`config.mk`:
```
export PLATFORM = sky130hd
export DESIGN_NAME = hub75_capture_flat
export DESIGN_NICKNAME = d
export VERILOG_FILES = /design/src/rtl/hub75_capture_if.sv /design/src/rtl/hub75_capture.sv /design/src/flat_wrapper.sv
export SDC_FILE = /design/constraint.sdc
export NUM_CORES = 1
export LEC_CHECK = 0
export BUFFER_PORTS_ARGS = -buffer_cell sky130_fd_sc_hd__buf_2
export CORE_MARGIN = 2
export CORE_UTILIZATION = 40
export CTS_CLUSTER_SIZE = 28
export DETAILED_ROUTE_END_ITERATION = 8
export SKIP_LAST_GASP = 1
export SLEW_MARGIN = 20
export SYNTH_ARGS = -nofsm -noshare
export SYNTH_HDL_FRONTEND = slang
export SYNTH_SLANG_ARGS = --single-unit
```
`constraint.sdc`:
```
create_clock -name clk -period 2.45 [get_ports clk]
set_input_delay 0.6125 -clock clk [delete_from_list [all_inputs] [get_ports clk]]
set_output_delay 0.6125 -clock clk [all_outputs]
set_load 0.01 [all_outputs]
```
`src/rtl/hub75_capture_if.sv`:
```
`default_nettype none
// ============================================================================
// Module   : hub75_capture_if
// Brief    : HUB75 bus inputs and pixel-write / on-time outputs of the capture
//            block. The bus driver side uses master, the capture block slave.
// Revision : 1.0 - initial release
// ============================================================================
interface hub75_capture_if #(
    parameter int ROW_BITS = 5,
    parameter int COL_BITS = 6,
    parameter int ON_BITS  = 16
);
    logic [2:0]                   in_RGB0;
    logic [2:0]                   in_RGB1;
    logic                         in_SCREEN_CLOCK;
    logic [ROW_BITS-1:0]          in_ABCDE;
    logic                         in_LATCH;
    logic                         in_nOE;
    logic                         out_WE;
    logic [ROW_BITS+COL_BITS-1:0] out_ADDR;
    logic [5:0]                   out_DATA;
    logic                         out_ROW_DONE;
    logic                         out_ON_VALID;
    logic [ON_BITS-1:0]           out_ON_CYCLES;
    logic [ROW_BITS-1:0]          out_ON_ROW;
    logic                         out_OVERFLOW;
    logic                         out_UNDERRUN;
    logic                         out_LATCH_DROP;

    modport master (
        output in_RGB0, in_RGB1, in_SCREEN_CLOCK, in_ABCDE, in_LATCH, in_nOE,
        input  out_WE, out_ADDR, out_DATA, out_ROW_DONE, out_ON_VALID,
               out_ON_CYCLES, out_ON_ROW, out_OVERFLOW, out_UNDERRUN, out_LATCH_DROP
    );

    modport slave (
        input  in_RGB0, in_RGB1, in_SCREEN_CLOCK, in_ABCDE, in_LATCH, in_nOE,
        output out_WE, out_ADDR, out_DATA, out_ROW_DONE, out_ON_VALID,
               out_ON_CYCLES, out_ON_ROW, out_OVERFLOW, out_UNDERRUN, out_LATCH_DROP
    );
endinterface
`default_nettype wire

```
`src/rtl/hub75_capture.sv`:
```
`default_nettype none
// ============================================================================
// Module   : hub75_capture
// Brief    : HUB75 panel row-driver model: shifts, latches and replays a row
//            as pixel writes, and measures nOE low time per row.
// Revision : 1.0 - initial release
// ============================================================================
module hub75_capture #(
    parameter int COLS     = 64,
    parameter int COL_BITS = 6,
    parameter int ROW_BITS = 5,
    parameter int ON_BITS  = 16
) (
    input  wire logic       clk,
    input  wire logic       rst,
    hub75_capture_if.slave  bus
);
    localparam int                  c_CNT_W    = COL_BITS + 1;
    localparam logic [c_CNT_W-1:0]  c_CNT_MAX  = c_CNT_W'(COLS + 1);
    localparam logic [c_CNT_W-1:0]  c_COLS     = c_CNT_W'(COLS);
    localparam logic [COL_BITS-1:0] c_LAST_COL = COL_BITS'(COLS - 1);
    localparam logic [ON_BITS-1:0]  c_ON_MAX   = '1;
    localparam int                  c_SYNC_W   = 9 + ROW_BITS;
    localparam logic [c_SYNC_W-1:0] c_SYNC_RST = c_SYNC_W'(1);

    typedef enum logic [0:0] {IDLE = 1'b0, DUMP = 1'b1} state_t;

    // Sync vector layout: {RGB1, RGB0, ABCDE, SCREEN_CLOCK, LATCH, nOE}
    logic [c_SYNC_W-1:0] r_s1, r_s2;
    logic [2:0]          r_h;

    always_ff @(posedge clk) begin
        if (rst) begin
            r_s1 <= c_SYNC_RST;
            r_s2 <= c_SYNC_RST;
            r_h  <= 3'b001;
        end else begin
            r_s1 <= {bus.in_RGB1, bus.in_RGB0, bus.in_ABCDE,
                     bus.in_SCREEN_CLOCK, bus.in_LATCH, bus.in_nOE};
            r_s2 <= r_s1;
            r_h  <= r_s2[2:0];
        end
    end

    logic                w_sclk_rise, w_latch_rise, w_noe_fall, w_noe_rise, w_noe_low;
    logic [5:0]          w_pix;
    logic [ROW_BITS-1:0] w_row;

    assign w_sclk_rise  =  r_s2[2] & ~r_h[2];
    assign w_latch_rise =  r_s2[1] & ~r_h[1];
    assign w_noe_fall   = ~r_s2[0] &  r_h[0];
    assign w_noe_rise   =  r_s2[0] & ~r_h[0];
    assign w_noe_low    = ~r_s2[0];
    assign w_pix        = r_s2[c_SYNC_W-1 -: 6];
    assign w_row        = r_s2[3 +: ROW_BITS];

    logic [5:0]         r_stage [COLS];
    logic [5:0]         r_hold  [COLS];
    logic [5:0]         w_stage_next [COLS];
    logic [c_CNT_W-1:0] r_shift_cnt, w_cnt_next;
    state_t             r_state;
    logic               w_accept;

    // Post-shift view so a same-cycle shift and latch hands hold the new row
    always_comb begin
        for (int i = 0; i < COLS; i++) w_stage_next[i] = r_stage[i];
        if (w_sclk_rise) begin
            for (int i = 0; i < COLS - 1; i++) w_stage_next[i] = r_stage[i + 1];
            w_stage_next[COLS - 1] = w_pix;
        end
    end

    assign w_cnt_next = (w_sclk_rise && r_shift_cnt != c_CNT_MAX)
                        ? r_shift_cnt + c_CNT_W'(1) : r_shift_cnt;
    assign w_accept   = w_latch_rise && (r_state == IDLE);

    always_ff @(posedge clk) begin
        if (rst) begin
            for (int i = 0; i < COLS; i++) r_stage[i] <= '0;
            r_shift_cnt <= '0;
        end else begin
            r_stage     <= w_stage_next;
            r_shift_cnt <= w_accept ? '0 : w_cnt_next;
        end
    end

    logic [ROW_BITS-1:0]          r_row_q;
    logic [COL_BITS-1:0]          r_col;
    logic                         r_issue_done;
    logic                         r_p1_we, r_p1_last;
    logic [ROW_BITS+COL_BITS-1:0] r_p1_addr, r_addr;
    logic [5:0]                   r_p1_data, r_data;
    logic                         r_we, r_row_done, r_overflow, r_underrun, r_latch_drop;

    // Hold is read through a registered stage; the FSM stays in DUMP until
    // the last write reaches the outputs so no latch can slip in early.
    always_ff @(posedge clk) begin
        if (rst) begin
            r_state      <= IDLE;
            r_row_q      <= '0;
            r_col        <= '0;
            r_issue_done <= 1'b0;
            for (int i = 0; i < COLS; i++) r_hold[i] <= '0;
            r_p1_we      <= 1'b0;
            r_p1_last    <= 1'b0;
            r_p1_addr    <= '0;
            r_p1_data    <= '0;
            r_we         <= 1'b0;
            r_addr       <= '0;
            r_data       <= '0;
            r_row_done   <= 1'b0;
            r_overflow   <= 1'b0;
            r_underrun   <= 1'b0;
            r_latch_drop <= 1'b0;
        end else begin
            r_p1_we      <= 1'b0;
            r_p1_last    <= 1'b0;
            r_overflow   <= 1'b0;
            r_underrun   <= 1'b0;
            r_latch_drop <= 1'b0;
            r_we         <= r_p1_we;
            r_addr       <= r_p1_addr;
            r_data       <= r_p1_data;
            r_row_done   <= r_p1_last;
            case (r_state)
                IDLE: begin
                    if (w_latch_rise) begin
                        r_hold       <= w_stage_next;
                        r_row_q      <= w_row;
                        r_overflow   <= (w_cnt_next > c_COLS);
                        r_underrun   <= (w_cnt_next < c_COLS);
                        r_col        <= '0;
                        r_issue_done <= 1'b0;
                        r_state      <= DUMP;
                    end
                end
                DUMP: begin
                    if (w_latch_rise) r_latch_drop <= 1'b1;
                    if (!r_issue_done) begin
                        r_p1_we   <= 1'b1;
                        r_p1_addr <= {r_row_q, r_col};
                        r_p1_data <= r_hold[r_col];
                        r_p1_last <= (r_col == c_LAST_COL);
                        if (r_col == c_LAST_COL) r_issue_done <= 1'b1;
                        else                     r_col <= r_col + COL_BITS'(1);
                    end
                    if (r_p1_last) r_state <= IDLE;
                end
                default: r_state <= IDLE;
            endcase
        end
    end

    logic [ON_BITS-1:0]  r_on_cnt, r_on_cycles;
    logic [ROW_BITS-1:0] r_on_row, r_on_row_out;
    logic                r_on_valid;

    always_ff @(posedge clk) begin
        if (rst) begin
            r_on_cnt     <= '0;
            r_on_row     <= '0;
            r_on_cycles  <= '0;
            r_on_row_out <= '0;
            r_on_valid   <= 1'b0;
        end else begin
            r_on_valid <= 1'b0;
            if (w_noe_fall) begin
                r_on_cnt <= ON_BITS'(1);
                r_on_row <= r_row_q;
            end else if (w_noe_low && r_on_cnt != c_ON_MAX) begin
                r_on_cnt <= r_on_cnt + ON_BITS'(1);
            end
            if (w_noe_rise) begin
                r_on_cycles  <= r_on_cnt;
                r_on_row_out <= r_on_row;
                r_on_valid   <= 1'b1;
            end
        end
    end

    assign bus.out_WE         = r_we;
    assign bus.out_ADDR       = r_addr;
    assign bus.out_DATA       = r_data;
    assign bus.out_ROW_DONE   = r_row_done;
    assign bus.out_ON_VALID   = r_on_valid;
    assign bus.out_ON_CYCLES  = r_on_cycles;
    assign bus.out_ON_ROW     = r_on_row_out;
    assign bus.out_OVERFLOW   = r_overflow;
    assign bus.out_UNDERRUN   = r_underrun;
    assign bus.out_LATCH_DROP = r_latch_drop;
endmodule
`default_nettype wire

```
`src/flat_wrapper.sv`:
```
// flat-port wrapper written by rule: the top's interface ports become plain ports
module hub75_capture_flat 
#(
    parameter int COLS     = 64,
    parameter int COL_BITS = 6,
    parameter int ROW_BITS = 5,
    parameter int ON_BITS  = 16
)
  (clk, rst, bus_in_RGB0, bus_in_RGB1, bus_in_SCREEN_CLOCK, bus_in_ABCDE, bus_in_LATCH, bus_in_nOE, bus_out_WE, bus_out_ADDR, bus_out_DATA, bus_out_ROW_DONE, bus_out_ON_VALID, bus_out_ON_CYCLES, bus_out_ON_ROW, bus_out_OVERFLOW, bus_out_UNDERRUN, bus_out_LATCH_DROP);
  hub75_capture_if #(.ROW_BITS(ROW_BITS), .COL_BITS(COL_BITS), .ON_BITS(ON_BITS)) bus_i ();
  input  wire logic clk;
  input  wire logic rst;
  input wire logic [$bits(bus_i.in_RGB0)-1:0] bus_in_RGB0;
  input wire logic [$bits(bus_i.in_RGB1)-1:0] bus_in_RGB1;
  input wire logic [$bits(bus_i.in_SCREEN_CLOCK)-1:0] bus_in_SCREEN_CLOCK;
  input wire logic [$bits(bus_i.in_ABCDE)-1:0] bus_in_ABCDE;
  input wire logic [$bits(bus_i.in_LATCH)-1:0] bus_in_LATCH;
  input wire logic [$bits(bus_i.in_nOE)-1:0] bus_in_nOE;
  output wire logic [$bits(bus_i.out_WE)-1:0] bus_out_WE;
  output wire logic [$bits(bus_i.out_ADDR)-1:0] bus_out_ADDR;
  output wire logic [$bits(bus_i.out_DATA)-1:0] bus_out_DATA;
  output wire logic [$bits(bus_i.out_ROW_DONE)-1:0] bus_out_ROW_DONE;
  output wire logic [$bits(bus_i.out_ON_VALID)-1:0] bus_out_ON_VALID;
  output wire logic [$bits(bus_i.out_ON_CYCLES)-1:0] bus_out_ON_CYCLES;
  output wire logic [$bits(bus_i.out_ON_ROW)-1:0] bus_out_ON_ROW;
  output wire logic [$bits(bus_i.out_OVERFLOW)-1:0] bus_out_OVERFLOW;
  output wire logic [$bits(bus_i.out_UNDERRUN)-1:0] bus_out_UNDERRUN;
  output wire logic [$bits(bus_i.out_LATCH_DROP)-1:0] bus_out_LATCH_DROP;
  assign bus_i.in_RGB0 = bus_in_RGB0;
  assign bus_i.in_RGB1 = bus_in_RGB1;
  assign bus_i.in_SCREEN_CLOCK = bus_in_SCREEN_CLOCK;
  assign bus_i.in_ABCDE = bus_in_ABCDE;
  assign bus_i.in_LATCH = bus_in_LATCH;
  assign bus_i.in_nOE = bus_in_nOE;
  assign bus_out_WE = bus_i.out_WE;
  assign bus_out_ADDR = bus_i.out_ADDR;
  assign bus_out_DATA = bus_i.out_DATA;
  assign bus_out_ROW_DONE = bus_i.out_ROW_DONE;
  assign bus_out_ON_VALID = bus_i.out_ON_VALID;
  assign bus_out_ON_CYCLES = bus_i.out_ON_CYCLES;
  assign bus_out_ON_ROW = bus_i.out_ON_ROW;
  assign bus_out_OVERFLOW = bus_i.out_OVERFLOW;
  assign bus_out_UNDERRUN = bus_i.out_UNDERRUN;
  assign bus_out_LATCH_DROP = bus_i.out_LATCH_DROP;
  hub75_capture #(.COLS(COLS), .COL_BITS(COL_BITS), .ROW_BITS(ROW_BITS), .ON_BITS(ON_BITS)) u_core (.clk(clk), .rst(rst), .bus(bus_i));
endmodule
```
==> run_results.csv <==
group,metric,value,unit
clock_tree,htreeDepth,3,
power_and_ir_drop,p_leak,13.31,nW
power_and_ir_drop,internal_power,24.90,mW
grt,grt_use_total,0.1622,
grt,antenna_found_initial,2,
floorplan,coreArea,0.08356,sq mm
power_and_ir_drop,p_sw,7.008,mW
setup_path,worstPathArrival,2.84,ns
worst_hold_path,hold_path_class,"in2reg",
power_and_ir_drop,pwr_density_cell,823.4,mW/mm^2
power_and_ir_drop,p_seq_frac,0.479,
power_and_ir_drop,clockPowerShare,0.471,
sta,finalSetupViolCount,0,
synthesis,synth.distinct_cells,57,
layout,area_growth,15.03,%
clock_tree,clk_latency,0.66,ns
grt,use_met1,0.2344,
sta,max_slew_margin,0.4456,
floorplan,rows,106,
sta,fmax,433.1,MHz
sta,fin_crit_sh,0.9424,
clock_tree,clkSinkCount,903,
floorplan,die_h,294.2,um
routing,ant_nets,0,
clock_tree,numCtsBuffers,95,
flow_run,maxCapViolCount,0,
grt,met2_usage,0.2497,
layout,fin_nets,3234,
placed_design,port_buffers,59,
power_and_ir_drop,swShare,0.2196,
setup_path,cp_max_fo,9,
routing,drt-pass1-iter-count,5,
routing,wl,69700,um
grt,grt_max_degree,150,
sta,fin_crit,2.309,ns
floorplan,die_w,294.2,um
layout,drive_above_1_share,0.1252,
sta,maxSlewViolCount,0,
power_and_ir_drop,ir_drop,597.8,uV
routing,first_iter_violations,1259,
clock_tree,postCtsResizedCells,0,
setup_path,critPathLaunchType,"register",
synthesis,avgSynthCellArea,10.42,sq um
routing,routed_via_density,5.124,
routing,num_vias,22400,
outcome,outcome,"finished, final reports clean",
floorplan,initial_core_util,0.4032,
sta,fin_tns_setup,0,ns
synthesis,synth_seq_cells,903,
synthesis,ys_async_sr_fraction,0,
clock_tree,cts_setup_buffers,0,
floorplan,die-area,0.08656,sq mm
grt,overflow,0,
routing,drc,0,
grt,grt_busiest_layer,"met2",
synthesis,yosysWarnings,0,
sta,worst_pin_slew,0.8315,ns
synthesis,yosysSeqAreaShare,0.5366,
layout,layout_common_cells,"899 x dfxtp_1, 817 x nor2_1, 421 x mux2i_1, 387 x a211oi_1, 97 x clkbuf_16",
setup_path,cp.required,2.98,ns
sta,finalHoldViolations,0,
layout,final_core_util,0.4638,
grt,grt_pass1_vias,21600,
setup_path,crit_type,"reg2reg",
synthesis,syn_area,0.03369,sq mm
synthesis,ys.flop_type,"dfxtp_1",
setup_path,critPathCaptureType,"register",
clock_tree,path_clk_slew,0.06,ns
clock_tree,clockBufferDepth,3,
grt,use_met3,0.02674,
synthesis,synth_edf_count,0,
synthesis,synth_nets,3254,
placed_design,hpwl,44750,um
power_and_ir_drop,power_frac_comb,0.050,
floorplan,io-pin-count,60,
clock_tree,ctsHoldBuffers,0,
synthesis,syn_inst,3234,
layout,fin_cells,4371,
clock_tree,cts_tree,"yes",
sta,rsz0062_at_grt,"false",
routing,wl_per_cell,15.94,um
layout,final_common_cell,"dfxtp_1",
placed_design,dp_cells,4197,
placed_design,place.gp.congestion,0.7698,
sta,fin_skew,0.01756,ns
grt,grt_pass1_wl,115500,um
clock_tree,clockRootBuffer,"clkbuf_16",
## state kept, by name, indices dropped and copies added, names as in the netlist, 3 cells and up
name / count
u_core.r_hold: 384
u_core.r_stage: 384
u_core.bus.out_ON_CYCLES: 16
u_core.r_on_cnt: 16
u_core.r_s1: 14
u_core.r_s2: 14
u_core.bus.out_ADDR: 11
u_core.r_p1_addr: 11
u_core.r_shift_cnt: 7
u_core.bus.out_DATA: 6
u_core.r_col: 6
u_core.r_p1_data: 6
u_core.bus.out_ON_ROW: 5
u_core.r_on_row: 5
u_core.r_row_q: 5
u_core.r_h: 3
## final cells by class
class / count / area, sq um
Fill cell: 7748 / 44800
Sequential cell: 903 / 18090
Multi-Input combinational cell: 2055 / 14450
Clock buffer: 136 / 2724
Timing Repair Buffer: 154 / 1531
Tap cell: 1080 / 1351
Clock inverter: 37 / 584.3
Inverter: 5 / 18.77
Antenna cell: 1 / 2.502
## layer usage
metal	vias up	part of all wire
met5	-	0
met4	0	0.017
li1	11420	-
met2	272	0.44
met1	10620	0.51
met3	89	0.036
## critical path, cell delays in order (launching register included)
cell and delay, ns:
dfxtp_4 0.47, buf_4 0.25, mux4_2 0.53, mux4_2 0.46, nor3_1 0.26, buf_4 0.16, o41ai_1 0.06
## final timing paths
check / start / endpoint / slack (ns) / cells after the start
setup reg to reg: u_core.r_col[0] / u_core.r_p1_data[4] / 0.14 / 6
hold reg to reg: u_core.r_s1[0] / u_core.r_s2[0] / 0.42 / 1
setup / recovery: u_core.r_col[0] / u_core.r_p1_data[4] / 0.14 / 6
hold / removal: bus_in_nOE / u_core.r_s1[0] / 0.15 / 2
## synth_stat cells, drive strengths merged, types with 4 or more instances
| cell | n | area share |
|---|---|---|
| nand2 | 78 | 0.0087 |
| a22oi | 7 | 0.0016 |
| nand3 | 19 | 0.0028 |
| a21oi | 39 | 0.0058 |
| mux2i | 421 | 0.13 |
| o211ai | 6 | 0.0013 |
| inv | 4 | 0.00045 |
| nor3b | 4 | 0.00089 |
| xor2 | 16 | 0.0042 |
| mux4 | 99 | 0.067 |
| nor2b | 57 | 0.011 |
| mux2 | 5 | 0.0017 |
| buf | 82 | 0.013 |
| xnor2 | 5 | 0.0013 |
| a211oi | 387 | 0.086 |
| ha | 4 | 0.0015 |
| and3 | 5 | 0.00093 |
| nor2 | 817 | 0.091 |
| nor3 | 8 | 0.0012 |
| a2111oi | 5 | 0.0013 |
| clkbuf | 189 | 0.021 |
| o21ai | 17 | 0.0025 |
| o22a | 9 | 0.0023 |
| nand4 | 7 | 0.0013 |
| dfxtp | 903 | 0.54 |
| or3 | 4 | 0.00074 |
## through the flow
step | setup WS (ns) | cell area [sq um] | hold WS (ns) | power [mW]
CTS | 0.04416 | 38750 | 0.1133 | 32.33
finish | 0.1410 | 38750 | 0.1544 | 31.91
floorplan | 0.3929 | 33690 | 0.3895 | 16.75
detailed placement | 0.05142 | 35440 | 0.4117 | 17.21
global placement | 0.08502 | 35440 | 0.3951 | 17.19
global route | 0.04577 | 38750 | 0.1350 | 33.12
## cell families after synthesis
| group | share of synthesized area |
|---|---|
| multiplexers | 0.1937 |
| buffers and inverters | 0.03499 |
| flip-flops | 0.5366 |
| adder cells (fa/ha/maj) | 0.001486 |
| AND/OR/NAND/NOR | 0.1216 |
| XOR/XNOR | 0.005459 |
| AO/OA/AOI/OAI | 0.1061 |
## power by group through the flow
stage,Sequential (mW),Combinational (mW),Clock [mW]
5_1_grt,15.3,1.78,16.0
2_1_floorplan,15.5,1.24,0
3_3_place_gp,15.6,1.59,0
4_1_cts,15.3,1.62,15.4
3_5_place_dp,15.6,1.61,0
6_report,15.3,1.59,15.0
No activity file was read; power rests on OpenSTA's default activity.
